## src/rtl/fifo_ctrl.sv

```systemverilog
// fifo_ctrl: pointer/occupancy controller for a FIFO built on an external RAM with 1-cycle read latency.
// Optional sticky overflow/underflow flags are built when FIFO_ERR_EN is defined.
module fifo_ctrl #(
   parameter int DATA_W = 4,
   parameter int ADDR_W = 3,
   parameter int AF_TH  = 6,
   parameter int AE_TH  = 2
) (
   input  logic              clk,
   input  logic              reset_L,
   input  logic              push,
   input  logic              pop,
   input  logic [DATA_W-1:0] data_in,
   output logic [DATA_W-1:0] data_out,
   output logic              valid,
   output logic              full,
   output logic              empty,
   output logic              almost_full,
   output logic              almost_empty,
   output logic [ADDR_W:0]   fifo_cnt,
   output logic              we_a,
   output logic [ADDR_W-1:0] addr_a,
   output logic [DATA_W-1:0] data_a,
   output logic              re_b,
   output logic [ADDR_W-1:0] addr_b,
   input  logic [DATA_W-1:0] q_b
`ifdef FIFO_ERR_EN
   ,
   output logic              err_overflow,
   output logic              err_underflow
`endif
);

   localparam logic [ADDR_W:0] DEPTH = (ADDR_W+1)'(1 << ADDR_W);
   localparam logic [ADDR_W:0] AF_C  = (ADDR_W+1)'(AF_TH);
   localparam logic [ADDR_W:0] AE_C  = (ADDR_W+1)'(AE_TH);

   logic [ADDR_W-1:0] wr_ptr, rd_ptr;
   logic              push_ok, pop_ok;

   assign full         = (fifo_cnt == DEPTH);
   assign empty        = (fifo_cnt == '0);
   assign almost_full  = (fifo_cnt >= AF_C);
   assign almost_empty = (fifo_cnt <= AE_C);

   // Strobes are gated by reset_L so the RAM sees no access while reset is held.
   assign push_ok = push & ~full  & reset_L;
   assign pop_ok  = pop  & ~empty & reset_L;

   assign we_a     = push_ok;
   assign addr_a   = wr_ptr;
   assign data_a   = data_in;
   assign re_b     = pop_ok;
   assign addr_b   = rd_ptr;
   assign data_out = q_b;

   always_ff @(posedge clk or negedge reset_L) begin
      if (!reset_L) begin
         wr_ptr   <= '0;
         rd_ptr   <= '0;
         fifo_cnt <= '0;
         valid    <= 1'b0;
      end else begin
         if (push_ok) wr_ptr <= wr_ptr + 1'b1;
         if (pop_ok)  rd_ptr <= rd_ptr + 1'b1;
         case ({push_ok, pop_ok})
            2'b10:   fifo_cnt <= fifo_cnt + 1'b1;
            2'b01:   fifo_cnt <= fifo_cnt - 1'b1;
            default: fifo_cnt <= fifo_cnt;
         endcase
         // q_b lands one cycle after re_b, so valid trails the accepted pop.
         valid <= pop_ok;
      end
   end

`ifdef FIFO_ERR_EN
   always_ff @(posedge clk or negedge reset_L) begin
      if (!reset_L) begin
         err_overflow  <= 1'b0;
         err_underflow <= 1'b0;
      end else begin
         if (push & full) err_overflow  <= 1'b1;
         if (pop & empty) err_underflow <= 1'b1;
      end
   end
`endif

endmodule
```

## config.mk

```make
export PLATFORM = sky130hd
export DESIGN_NAME = fifo_ctrl
export DESIGN_NICKNAME = d
export VERILOG_FILES = /design/src/rtl/fifo_ctrl.sv
export SDC_FILE = /design/constraint.sdc
export NUM_CORES = 1
export LEC_CHECK = 0
export CAP_MARGIN = 20
export CORE_ASPECT_RATIO = 0.75
export CORE_MARGIN = 10
export CORE_UTILIZATION = 35
export CTS_CLUSTER_DIAMETER = 120
export DETAILED_ROUTE_END_ITERATION = 16
export HOLD_SLACK_MARGIN = 0.06
export PLACE_DENSITY_LB_ADDON = 0.25
export SLEW_MARGIN = 25
export SYNTH_ARGS = -nofsm -noshare
export SYNTH_HDL_FRONTEND = slang
export SYNTH_SLANG_ARGS = --single-unit
```

## constraint.sdc

```tcl
create_clock -name clk -period 4.6 [get_ports clk]
set_input_delay 0.92 -clock clk [delete_from_list [all_inputs] [get_ports clk]]
set_output_delay 0.92 -clock clk [all_outputs]
set_load 0.1 [all_outputs]
```

==> flow_metrics.env, run 1 <==
export IMPL_io_pin_count=37
export IMPL_clockRootBuffer="clkbuf_4"
export IMPL_hold_ws_ps=480
export IMPL_syn_num_nets=83
export IMPL_drt_initial_drc_count=14
export IMPL_yosysMostFrequentCell="dfrtp_1"
export IMPL_numPortBuffers=20
export IMPL_finalCritPeriodShare=0.754
export IMPL_cp_start_kind="flop"
export IMPL_dp_cells=100
export IMPL_dp_hpwl_um=1220
export IMPL_nFillCells=202
export IMPL_antenna_found_initial=0
export IMPL_grt_pass1_vias=524
export IMPL_nNetsFinal=99
export IMPL_path_clk_slew_ps=70
export IMPL_fmax_ghz=0.288
export IMPL_synthArstFlopShare=1.00
export IMPL_place_ws_ps=1020
export IMPL_cts_buffers=3
export IMPL_fin_crit_ps=3470
export IMPL_synth_area_um2=719
export IMPL_viasPerCell=4.91
export IMPL_die_area_um2=4290
export IMPL_ys_ff_latch=11
export IMPL_rsz0062_at_grt="no"
export IMPL_antenna_cells_inserted=0
export IMPL_drc=0
export IMPL_grt_pass1_wl_um=2660
export IMPL_avgSynthCellArea_um2=11.1
export IMPL_synth_area_leaders="dfrtp_1 (38%), ha_1 (8.7%), buf_4 (8.3%)"
export IMPL_synth_warnings=0
export IMPL_max_cap_viol_count=0
export IMPL_crit_chain="or4_1, inv_1, clkdlybuf4s50_1"
export IMPL_drt_first_pass_iters=4
export IMPL_wirelength_um=1570
export IMPL_synth_top_area_cell="dfrtp_1"
export IMPL_finClkSkew_ps=1.76
export IMPL_vias=511
export IMPL_routabilityCongestion=0.782
export IMPL_synth_cells=65
export IMPL_die_y_um=59.3
export IMPL_cts_tree="built"
export IMPL_die_w_um=72.4
export IMPL_setup_viol_count_final=0
export IMPL_gr_total_overflow=0
export IMPL_clock_latency_ps=260
export IMPL_coreArea_um2=1980
export IMPL_relSlewSlack=0.347
export IMPL_start_util=0.363
export IMPL_crit_path_top_delay_cell="clkdlybuf4s50_1"
export IMPL_ys_types=28
export IMPL_yosysSeqAreaShare=0.383
export IMPL_grt_max_degree=11
export IMPL_cpPeakStageDelay_ps=1130
export IMPL_synth_edf_count=0
export IMPL_ant_nets=0
export IMPL_timing_final_ws_setup_ps=1130
export IMPL_synthTopCellsByCount="dfrtp_1 (11), buf_4 (8), inv_1 (7)"
export IMPL_htree_levels=1
export IMPL_yosysTopAreaCellShare=0.383
export IMPL_critPathKind="reg2out"
export IMPL_cts_repair_resized=0
export IMPL_outcome="finished, final reports clean"
export IMPL_tns_ps=0
export IMPL_cp_required_ps=3680
export IMPL_finalHoldViolCount=0
export IMPL_globalRouteTotalUtil=0.0793
export IMPL_slew_viol_final=0
export IMPL_clk_path_buf_depth=2
export IMPL_avgRoutedWirePerCell_um=15.1
export IMPL_rows=14
export IMPL_cp_max_fo=8
export IMPL_cp_arrival_ps=2550
export IMPL_cts_sinks=11
export IMPL_cp_end_kind="output port"
export IMPL_drive_above_1_share=0.150
export IMPL_fin_cells=104
export IMPL_worst_slew_pin_slew_ps=976
export IMPL_ys_flop_type="dfrtp_1"
export IMPL_cts_setup_buffers=0
export IMPL_syn2layout_area_growth_pct=25.6
export IMPL_hp_class="reg2reg"
export IMPL_cts_hold_buf=0
[path summary, 6_finish.rpt]
check / from / endpoint / slack, ps / cells past startpoint
worst min register to register: addr_b[2] / addr_b[2] / 480 / 1
worst min-delay path: addr_b[2] / addr_b[2] / 480 / 1
worst max-delay path: fifo_cnt[0] / empty / 1130 / 3
min in group asynchronous: reset_L / addr_a[2] / 910 / 1
max in group asynchronous: reset_L / fifo_cnt[2] / 3280 / 2
worst max register to register: fifo_cnt[0] / fifo_cnt[3] / 1610 / 8
[sequential cells by signal, indices dropped and copies added (netlist names)]
register	flops
fifo_cnt	4
addr_a	3
addr_b	3
valid	1
[cell families after synthesis]
| family | share of synthesized area |
|---|---|
| AO/OA/AOI/OAI | 0.0800 |
| adder cells (fa/ha/maj) | 0.115 |
| buffers and inverters | 0.141 |
| multiplexers | 0.0661 |
| XOR/XNOR | 0.0731 |
| flip-flops | 0.383 |
| AND/OR/NAND/NOR | 0.143 |
[layout by cell type (no fill, tap or decap)]
cell,count
or4b_4,1
o21ai_0,1
mux2_1,1
mux2_4,1
a21o_1,1
clkbuf_4,3
o311ai_0,1
xnor2_1,3
nand2_1,1
or4_1,1
mux2i_1,1
a211oi_1,1
xor2_1,3
nand3_1,2
a2111o_1,1
buf_4,3
dfrtp_1,11
nor3b_1,3
mux2_2,1
and3_4,2
nand4_1,2
or4b_2,1
a21oi_1,2
inv_1,7
clkbuf_1,1
ha_1,5
o211ai_1,1
fa_1,1
clkdlybuf4s50_1,18
[per-stage QoR]
| step | util | area [um^2] |
|---|---|---|
| 2_1_floorplan | - | 719 |
| 3_3_place_gp | 0.443 | 877 |
| 3_5_place_dp | 0.443 | 877 |
| 4_1_cts | 0.456 | 903 |
| 5_1_grt | 0.456 | 903 |
| 6_report | 0.456 | 903 |
[worst max-delay path, delay by kind of cell (launching register included)]
family / cells / cell delay (ps)
AND/OR/NAND/NOR: 1 / 600
flip-flops: 1 / 480
buffers and inverters: 2 / 1210
[final cells by class]
class	instances	area [um^2]	area share
clock buffer	4	26.3	0.0291
timing repair buffer	21	203	0.224
tap	24	30.0	0.0332
inverter	7	26.3	0.0291
multi-input combinational	37	343	0.380
sequential	11	275	0.305
[layer usage]
layer | track usage | share of wire | wire length [um]
met1 | 0.0967 | 0.49 | 764
met2 | 0.0971 | 0.36 | 563
met3 | 0.0553 | 0.14 | 226
met4 | 0.0468 | 0.0089 | 14
met5 | 0 | 0 | 0
Power of run 1 is left out: the tool's default activity adds up to more than one toggle a clock period on the data nets, which glitch-free logic cannot reach.
==> run 2, diff against run 1 <==
Clock period 4.6 ns to 2.8 ns, I/O delays scaled along.
==> flow_metrics.env, run 2 (synthesis results as in run 1) <==
export IMPL_outcome="finished, final reports clean"
export IMPL_cp_start_kind="flop"
export IMPL_dp_hpwl_um=1340
export IMPL_drt_first_pass_iters=4
export IMPL_vias=537
export IMPL_drt_initial_drc_count=7
export IMPL_dp_cells=102
export IMPL_finalCritPeriodShare=0.938
export IMPL_cp_num_buf_inv=0
export IMPL_slew_viol_final=0
export IMPL_relSlewSlack=0.812
export IMPL_clockRootBuffer="clkbuf_4"
export IMPL_fin_cells=106
export IMPL_drc=0
export IMPL_holdPathStages=1
export IMPL_max_cap_viol_count=0
export IMPL_critPathKind="reg2reg"
export IMPL_cp_common_cell="ha_4"
export IMPL_cts_setup_buffers=0
export IMPL_fmax_ghz=0.381
export IMPL_critical_path_top_delay_family="simple AND/OR/NAND/NOR gates"
export IMPL_setup_viol_count_final=0
export IMPL_finish_utilization=0.496
export IMPL_rsz0062_at_grt="no"
export IMPL_rows=14
export IMPL_final_common_cell="buf_4"
export IMPL_grt_max_degree=14
export IMPL_die_area_um2=4290
export IMPL_start_util=0.363
export IMPL_nNetsFinal=101
export IMPL_cp_arrival_ps=2770
export IMPL_finalHoldViolCount=0
export IMPL_cp_max_fo=9
export IMPL_cts_buffers=3
export IMPL_postLayoutCellArea_um2=982
export IMPL_drive_above_1_share=0.451
export IMPL_io_pin_count=37
export IMPL_cts_sinks=11
export IMPL_htree_levels=1
export IMPL_largest_reg_flops=4
export IMPL_antenna_cells_inserted=0
export IMPL_viasPerCell=5.07
export IMPL_grt_pass1_wl_um=2900
export IMPL_cp_num_cells=7
export IMPL_globalRouteTotalUtil=0.0869
export IMPL_crit_chain="or4_1, and3_4, ha_4, ha_4, or4b_4, o311ai_1, o211ai_1"
export IMPL_cp_required_ps=2950
export IMPL_fin_crit_ps=2630
export IMPL_avgRoutedWirePerCell_um=16.2
export IMPL_antenna_found_initial=0
export IMPL_die_y_um=59.3
export IMPL_crit_path_top_delay_cell="or4_1"
export IMPL_postPlaceCellArea_um2=956
export IMPL_path_clk_slew_ps=70
export IMPL_cts_tree="built"
export IMPL_cp_end_kind="flop"
export IMPL_regMostFlops="fifo_cnt"
export IMPL_wirelength_um=1710
export IMPL_die_w_um=72.4
export IMPL_clk_path_buf_depth=2
export IMPL_hp_class="reg2reg"
export IMPL_cts_hold_buf=0
export IMPL_clock_latency_ps=270
export IMPL_worst_slew_pin_slew_ps=284
export IMPL_coreArea_um2=1980
export IMPL_final_cell_mix="buf_4 (16), dfrtp_1 (7), inv_1 (6)"
export IMPL_gr_total_overflow=0
export IMPL_cts_repair_resized=0
export IMPL_ant_nets=0
export IMPL_routabilityCongestion=0.687
export IMPL_finClkSkew_ps=1.71
export IMPL_grt_pass1_vias=588
export IMPL_cpPeakStageDelay_ps=590
export IMPL_syn2layout_area_growth_pct=36.5
export IMPL_ff2ff_path_depth=7
export IMPL_numPortBuffers=20
## run 2: final timing paths
check / to / startpoint / slack, ps
setup / recovery: fifo_cnt[3] / fifo_cnt[0] / 170
hold / removal: addr_a[2] / addr_a[2] / 470
setup reg to reg: fifo_cnt[3] / fifo_cnt[0] / 170
hold reg to reg: addr_a[2] / addr_a[2] / 470
max in group asynchronous: fifo_cnt[1] / reset_L / 1930
min in group asynchronous: fifo_cnt[3] / reset_L / 680
## run 2: area by class of cell
cell class                 count  area, um^2
tap                           24        30.0
sequential                    11         290
inverter                       7        28.8
timing repair buffer          23         230
multi-input combinational     37         377
fill                         191         997
clock buffer                   4        26.3
## run 2: routing by layer
metal | track usage | up-vias | wire, um
met4 | 0.0606 | 0 | 65
met2 | 0.126 | 18 | 742
met5 | 0 | - | 0
li1 | - | 255 | -
met1 | 0.0908 | 250 | 699
met3 | 0.0553 | 14 | 205
## run 2: worst register-to-register path, stage by stage, from the launching register on
cell,delay (ps)
dfrtp_4,530
or4_1,590
and3_4,190
ha_4,190
ha_4,270
or4b_4,500
o311ai_1,100
o211ai_1,140
## run 2: through the flow
stage | hold WS [ps] | setup TNS, ps | setup slack (ps)
final | 475 | 0 | 174
after global placement | 465 | 0 | 170
after CTS | 483 | 0 | 177
after detailed placement | 469 | 0 | 134
after floorplan | 264 | -38.4 | -38.4
after global routing | 516 | 0 | 87.1
Power of run 2 is left out for the same reason.
==> run 3, diff against run 2 <==
Settings changed: REMOVE_ABC_BUFFERS set to 1.
Clock period 2.8 ns to 2.25 ns, I/O delays scaled along.
==> flow_metrics.env, run 3 (synthesis results as in run 1) <==
export IMPL_outcome="complete, but fails checks"
export IMPL_violations="setup timing"
export IMPL_final_common_cell="buf_4"
export IMPL_viasPerCell=4.82
export IMPL_ant_nets=0
export IMPL_clock_latency_ps=270
export IMPL_dp_cells=113
export IMPL_crit_chain="or4b_4, and3_4, inv_4, ha_4, ha_4, or4b_4, o311ai_4, o211ai_1"
export IMPL_use_met3=0.0436
export IMPL_cp_end_kind="flop"
export IMPL_path_clk_slew_ps=70
export IMPL_setup_viol_count_final=3
export IMPL_cp_max_fo=3
export IMPL_die_area_um2=4290
export IMPL_globalRouteTotalUtil=0.0857
export IMPL_die_w_um=72.4
export IMPL_drt_initial_drc_count=20
export IMPL_coreArea_um2=1980
export IMPL_largest_reg_flops=4
export IMPL_cpPeakStageDelay_ps=550
export IMPL_htree_levels=1
export IMPL_finClkSkew_ps=3.89
export IMPL_cp_required_ps=2390
export IMPL_wirelength_um=1770
export IMPL_dp_hpwl_um=1270
export IMPL_gr_total_overflow=0
export IMPL_regMostFlops="fifo_cnt"
export IMPL_busiest_layer="met2"
export IMPL_drc=0
export IMPL_final_cell_mix="buf_4 (28), dfrtp_1 (11), inv_1 (5), buf_12 (5)"
export IMPL_fin_cells=122
export IMPL_cts_sinks=11
export IMPL_fin_crit_ps=2370
export IMPL_io_pin_count=37
export IMPL_syn2layout_area_growth_pct=61.6
export IMPL_avgRoutedWirePerCell_um=14.5
export IMPL_grt_use_met1=0.0810
export IMPL_worst_slew_pin_slew_ps=374
export IMPL_grt_max_degree=14
export IMPL_clockRootBuffer="clkbuf_4"
export IMPL_antenna_found_initial=0
export IMPL_relSlewSlack=0.749
export IMPL_nNetsFinal=117
export IMPL_cts_tree="built"
export IMPL_clk_path_buf_depth=2
export IMPL_cp_arrival_ps=2510
export IMPL_vias=588
export IMPL_rows=14
export IMPL_met2_usage=0.148
export IMPL_timing_final_ws_setup_ps=-121
export IMPL_numPortBuffers=20
export IMPL_antenna_cells_inserted=0
export IMPL_grt_pass1_wl_um=2860
export IMPL_hp_class="reg2reg"
export IMPL_rsz0062_at_grt="yes"
export IMPL_cts_buffers=3
export IMPL_finalCritPeriodShare=1.05
export IMPL_critPathKind="reg2reg"
export IMPL_cp_num_buf_inv=1
export IMPL_grt_pass1_vias=622
export IMPL_nFillCells=164
export IMPL_cp_start_kind="flop"
export IMPL_cts_hold_buf=0
export IMPL_crit_path_top_delay_cell="or4b_4"
export IMPL_die_y_um=59.3
export IMPL_drive_above_1_share=0.561
export IMPL_fmax_ghz=0.422
export IMPL_start_util=0.363
export IMPL_drt_first_pass_iters=2
export IMPL_routabilityCongestion=0.785
export IMPL_max_cap_viol_count=0
export IMPL_slew_viol_final=0
export IMPL_finalHoldViolCount=0
export IMPL_critical_path_top_delay_family="simple AND/OR/NAND/NOR gates"
## run 3: layout make-up
type | count | area, um^2 | share of cell area
multi-input cells | 37 | 428 | 0.368
repair buffers | 39 | 374 | 0.322
clock buffers | 4 | 26.3 | 0.0226
inverters | 7 | 28.8 | 0.0248
well taps | 24 | 30.0 | 0.0258
flip-flops and latches | 11 | 275 | 0.237
## run 3: timing repair
| item | 4_1_cts | 5_1_grt |
|---|---|---|
| hold endpoints to repair | 0 | 0 |
| pin swaps | 10 | 6 |
| gates resized for setup | 15 | 6 |
| setup buffers | 3 | 2 |
| gates cloned | 0 | 0 |
| setup endpoints to repair | 2 | 3 |
## run 3: worst register-to-register path, stage by stage (launching register included)
cell and delay [ps]:
dfrtp_1 390, or4b_4 550, and3_4 200, inv_4 60, ha_4 150, ha_4 210
or4b_4 500, o311ai_4 80, o211ai_1 120
## run 3: through the flow
stage | setup WS [ps] | area, um^2 | hold WS (ps) | util | TNS [ps]
finish | -121 | 1160 | 473 | 0.587 | -297
global route | -210 | 1160 | 501 | 0.587 | -537
CTS | -169 | 1120 | 479 | 0.566 | -169
detailed placement | -466 | 1000 | 469 | 0.505 | -600
global placement | -379 | 1000 | 463 | 0.505 | -457
floorplan | -1400 | 644 | 154 | - | -5080
## run 3: routing by layer
metal,vias to the layer above,part of all wire
met4,0,0.015
met2,23,0.49
met3,2,0.085
met5,-,0
met1,274,0.41
li1,289,-
## run 3: final timing paths
path | startpoint | end | slack, ps | cells past startpoint
min in group asynchronous | reset_L | valid | 640 | 3
max reg2reg | fifo_cnt[0] | fifo_cnt[3] | -120 | 8
max | fifo_cnt[0] | fifo_cnt[3] | -120 | 8
max in group asynchronous | reset_L | fifo_cnt[1] | 1450 | 3
min reg2reg | addr_a[2] | addr_a[2] | 470 | 1
min | addr_a[2] | addr_a[2] | 470 | 1
Power of run 3 is left out for the same reason.
==> variant, RTL diff (flow settings as in run 2) <==
Change the parameter `ADDR_W` from 3 to 4.
--- a/src/rtl/fifo_ctrl.sv
+++ b/src/rtl/fifo_ctrl.sv
@@ -2,7 +2,7 @@
 // Optional sticky overflow/underflow flags are built when FIFO_ERR_EN is defined.
 module fifo_ctrl #(
    parameter int DATA_W = 4,
-   parameter int ADDR_W = 3,
+   parameter int ADDR_W = 4,
    parameter int AF_TH  = 6,
    parameter int AE_TH  = 2
 ) (
Interface: changed (resized addr_a, addr_b and fifo_cnt); port bits go from 37 to 40. No check against the original RTL was run, so the function may have changed too.
==> variant against run 2 <==
  * Routed wire length rose by 29%
  * Critical path depth rose by 1
  * First-iteration DRC count rose to 2.9 times the old value
  * Cell area increased by 35%
  * Worst hold slack worse by 0.53 ps
  * Sequential cell count grew 3
  * Count of clock-buffer cells in the layout stayed put
  * Global-route usage up 0.44 points
  * Synthesized area up 26%
  * Worst setup slack worse by 110 ps
  * Largest cell class unchanged
  * Highest routed layer unchanged
Power is left out: the tool's default activity adds up to more than one toggle a clock period on the data nets, which glitch-free logic cannot reach.
==> variant: results (changes against run 2) <==
Clock transition at path regs 90 ps (+20 ps); Largest register FFs 5 (+1); Distinct cells, synth 33 (+18%); post-synthesis net count 102 (+23%); Root Buffer clkbuf_4; measured slew at the worst slew-check pin 304 ps (+20.0 ps); min-delay src addr_a[3]; status complete, no violations; Fin Clk Skew 8.84 ps (+7.13 ps); Buffers on Ports 23 (+15%); GR met3 Demand/Resource 3.35% (-2.2 points); Top reg by flops fifo_cnt; largest net degree at the start of global routing 15 (+1); met1 Use GR 10.9% (+1.8 points); antenna violations before repair 0 (unchanged); Reg2Reg Launch Point fifo_cnt[1]; Layout fillers 222 (+16%); largest cells by area after synthesis dfrtp_1, ha_1, buf_4; via count 739 (+38%); FF-to-FF path depth 8 (+1); reg-to-reg slack, setup 60 ps (-110 ps); first-pass GRT wire length 3760 µm (+29%); Final #Nets 135 (+34%); top cells by count, synth dfrtp_1, buf_4, a21oi_1, ha_1; CTS resizes 0 (unchanged); total track usage 9.13% (+0.44 points); reg2reg end fifo_cnt[4]; sequential fraction of the synthesis area 38.6% (+0.36 points); Critical Path Fanout Max 6 (-3); grt met2 use 14.4% (+1.9 points); First DRT Iteration DRCs 20 (+13); vias in the first global route 778 (+32%); WHS Endpoint addr_a[3]
==> variant: cell types whose count changed in the layout (fill, tap and decap cells not counted), moves of 3 or more <==
cell	change
inv_1	-4
buf_4	+15
nand3_1	+3
dfrtp_1	+3
==> variant: worst max path at each step <==
stage,from,end,slack (ps)
after global routing,fifo_cnt[1],fifo_cnt[4],-7
after CTS,fifo_cnt[0],fifo_cnt[4],4
after global placement,reset_L,fifo_cnt[4],80
after floorplan,fifo_cnt[4],almost_empty,-740
final,fifo_cnt[1],fifo_cnt[4],60
after detailed placement,reset_L,fifo_cnt[4],20
==> variant: final cells by class <==
cell class | instances | area [µm²] | share of cell area (%)
well taps | 34 | 42.5 | 3.21
flip-flops and latches | 14 | 360 | 27.2
clock buffers | 4 | 26.3 | 1.98
repair buffers | 38 | 343 | 25.8
inverters | 4 | 18.8 | 1.42
multi-input cells | 55 | 536 | 40.4
==> variant: through the flow <==
| step | TNS (ps) | cell area [µm²] | setup WS (ps) | instances | hold WS (ps) |
|---|---|---|---|---|---|
| 6_report | 0 | 1330 | 62.8 | 149 | 474 |
| 3_3_place_gp | 0 | 1280 | 79.9 | 142 | 457 |
| 5_1_grt | -6.89 | 1330 | -6.89 | 149 | 492 |
| 2_1_floorplan | -3040 | 990 | -741 | 83 | 264 |
| 3_5_place_dp | 0 | 1280 | 23.1 | 142 | 472 |
| 4_1_cts | 0 | 1310 | 3.55 | 147 | 483 |
==> variant: critical path, stage by stage, from the launching register on <==
cell	delay (ps)
dfrtp_4	480
or4_4	560
o211ai_4	210
clkinvlp_4	140
ha_4	210
fa_2	390
a21oi_2	130
mux2_2	340
o211ai_1	190
==> variant: repair_timing <==
action,in CTS,in global routing
endpoints found under the setup margin,1,1
setup buffers,1,2
pin swaps,0,4
==> variant: cells by family after synthesis <==
| kind of cell | synth area share, % |
|---|---|
| adders and majority gates | 10.5 |
| muxes | 5.38 |
| buffers and inverters | 9.10 |
| AOI/OAI and AO/OA | 14.3 |
| xor gates and xnor gates | 7.72 |
| and+or+nand+nor | 14.3 |
| DFF | 38.6 |
==> variant: layer usage <==
metal,part of all wire [%],wire length (µm)
met2,49,1080
met4,1.3,28
met3,6.1,136
met1,44,968
met5,0,0
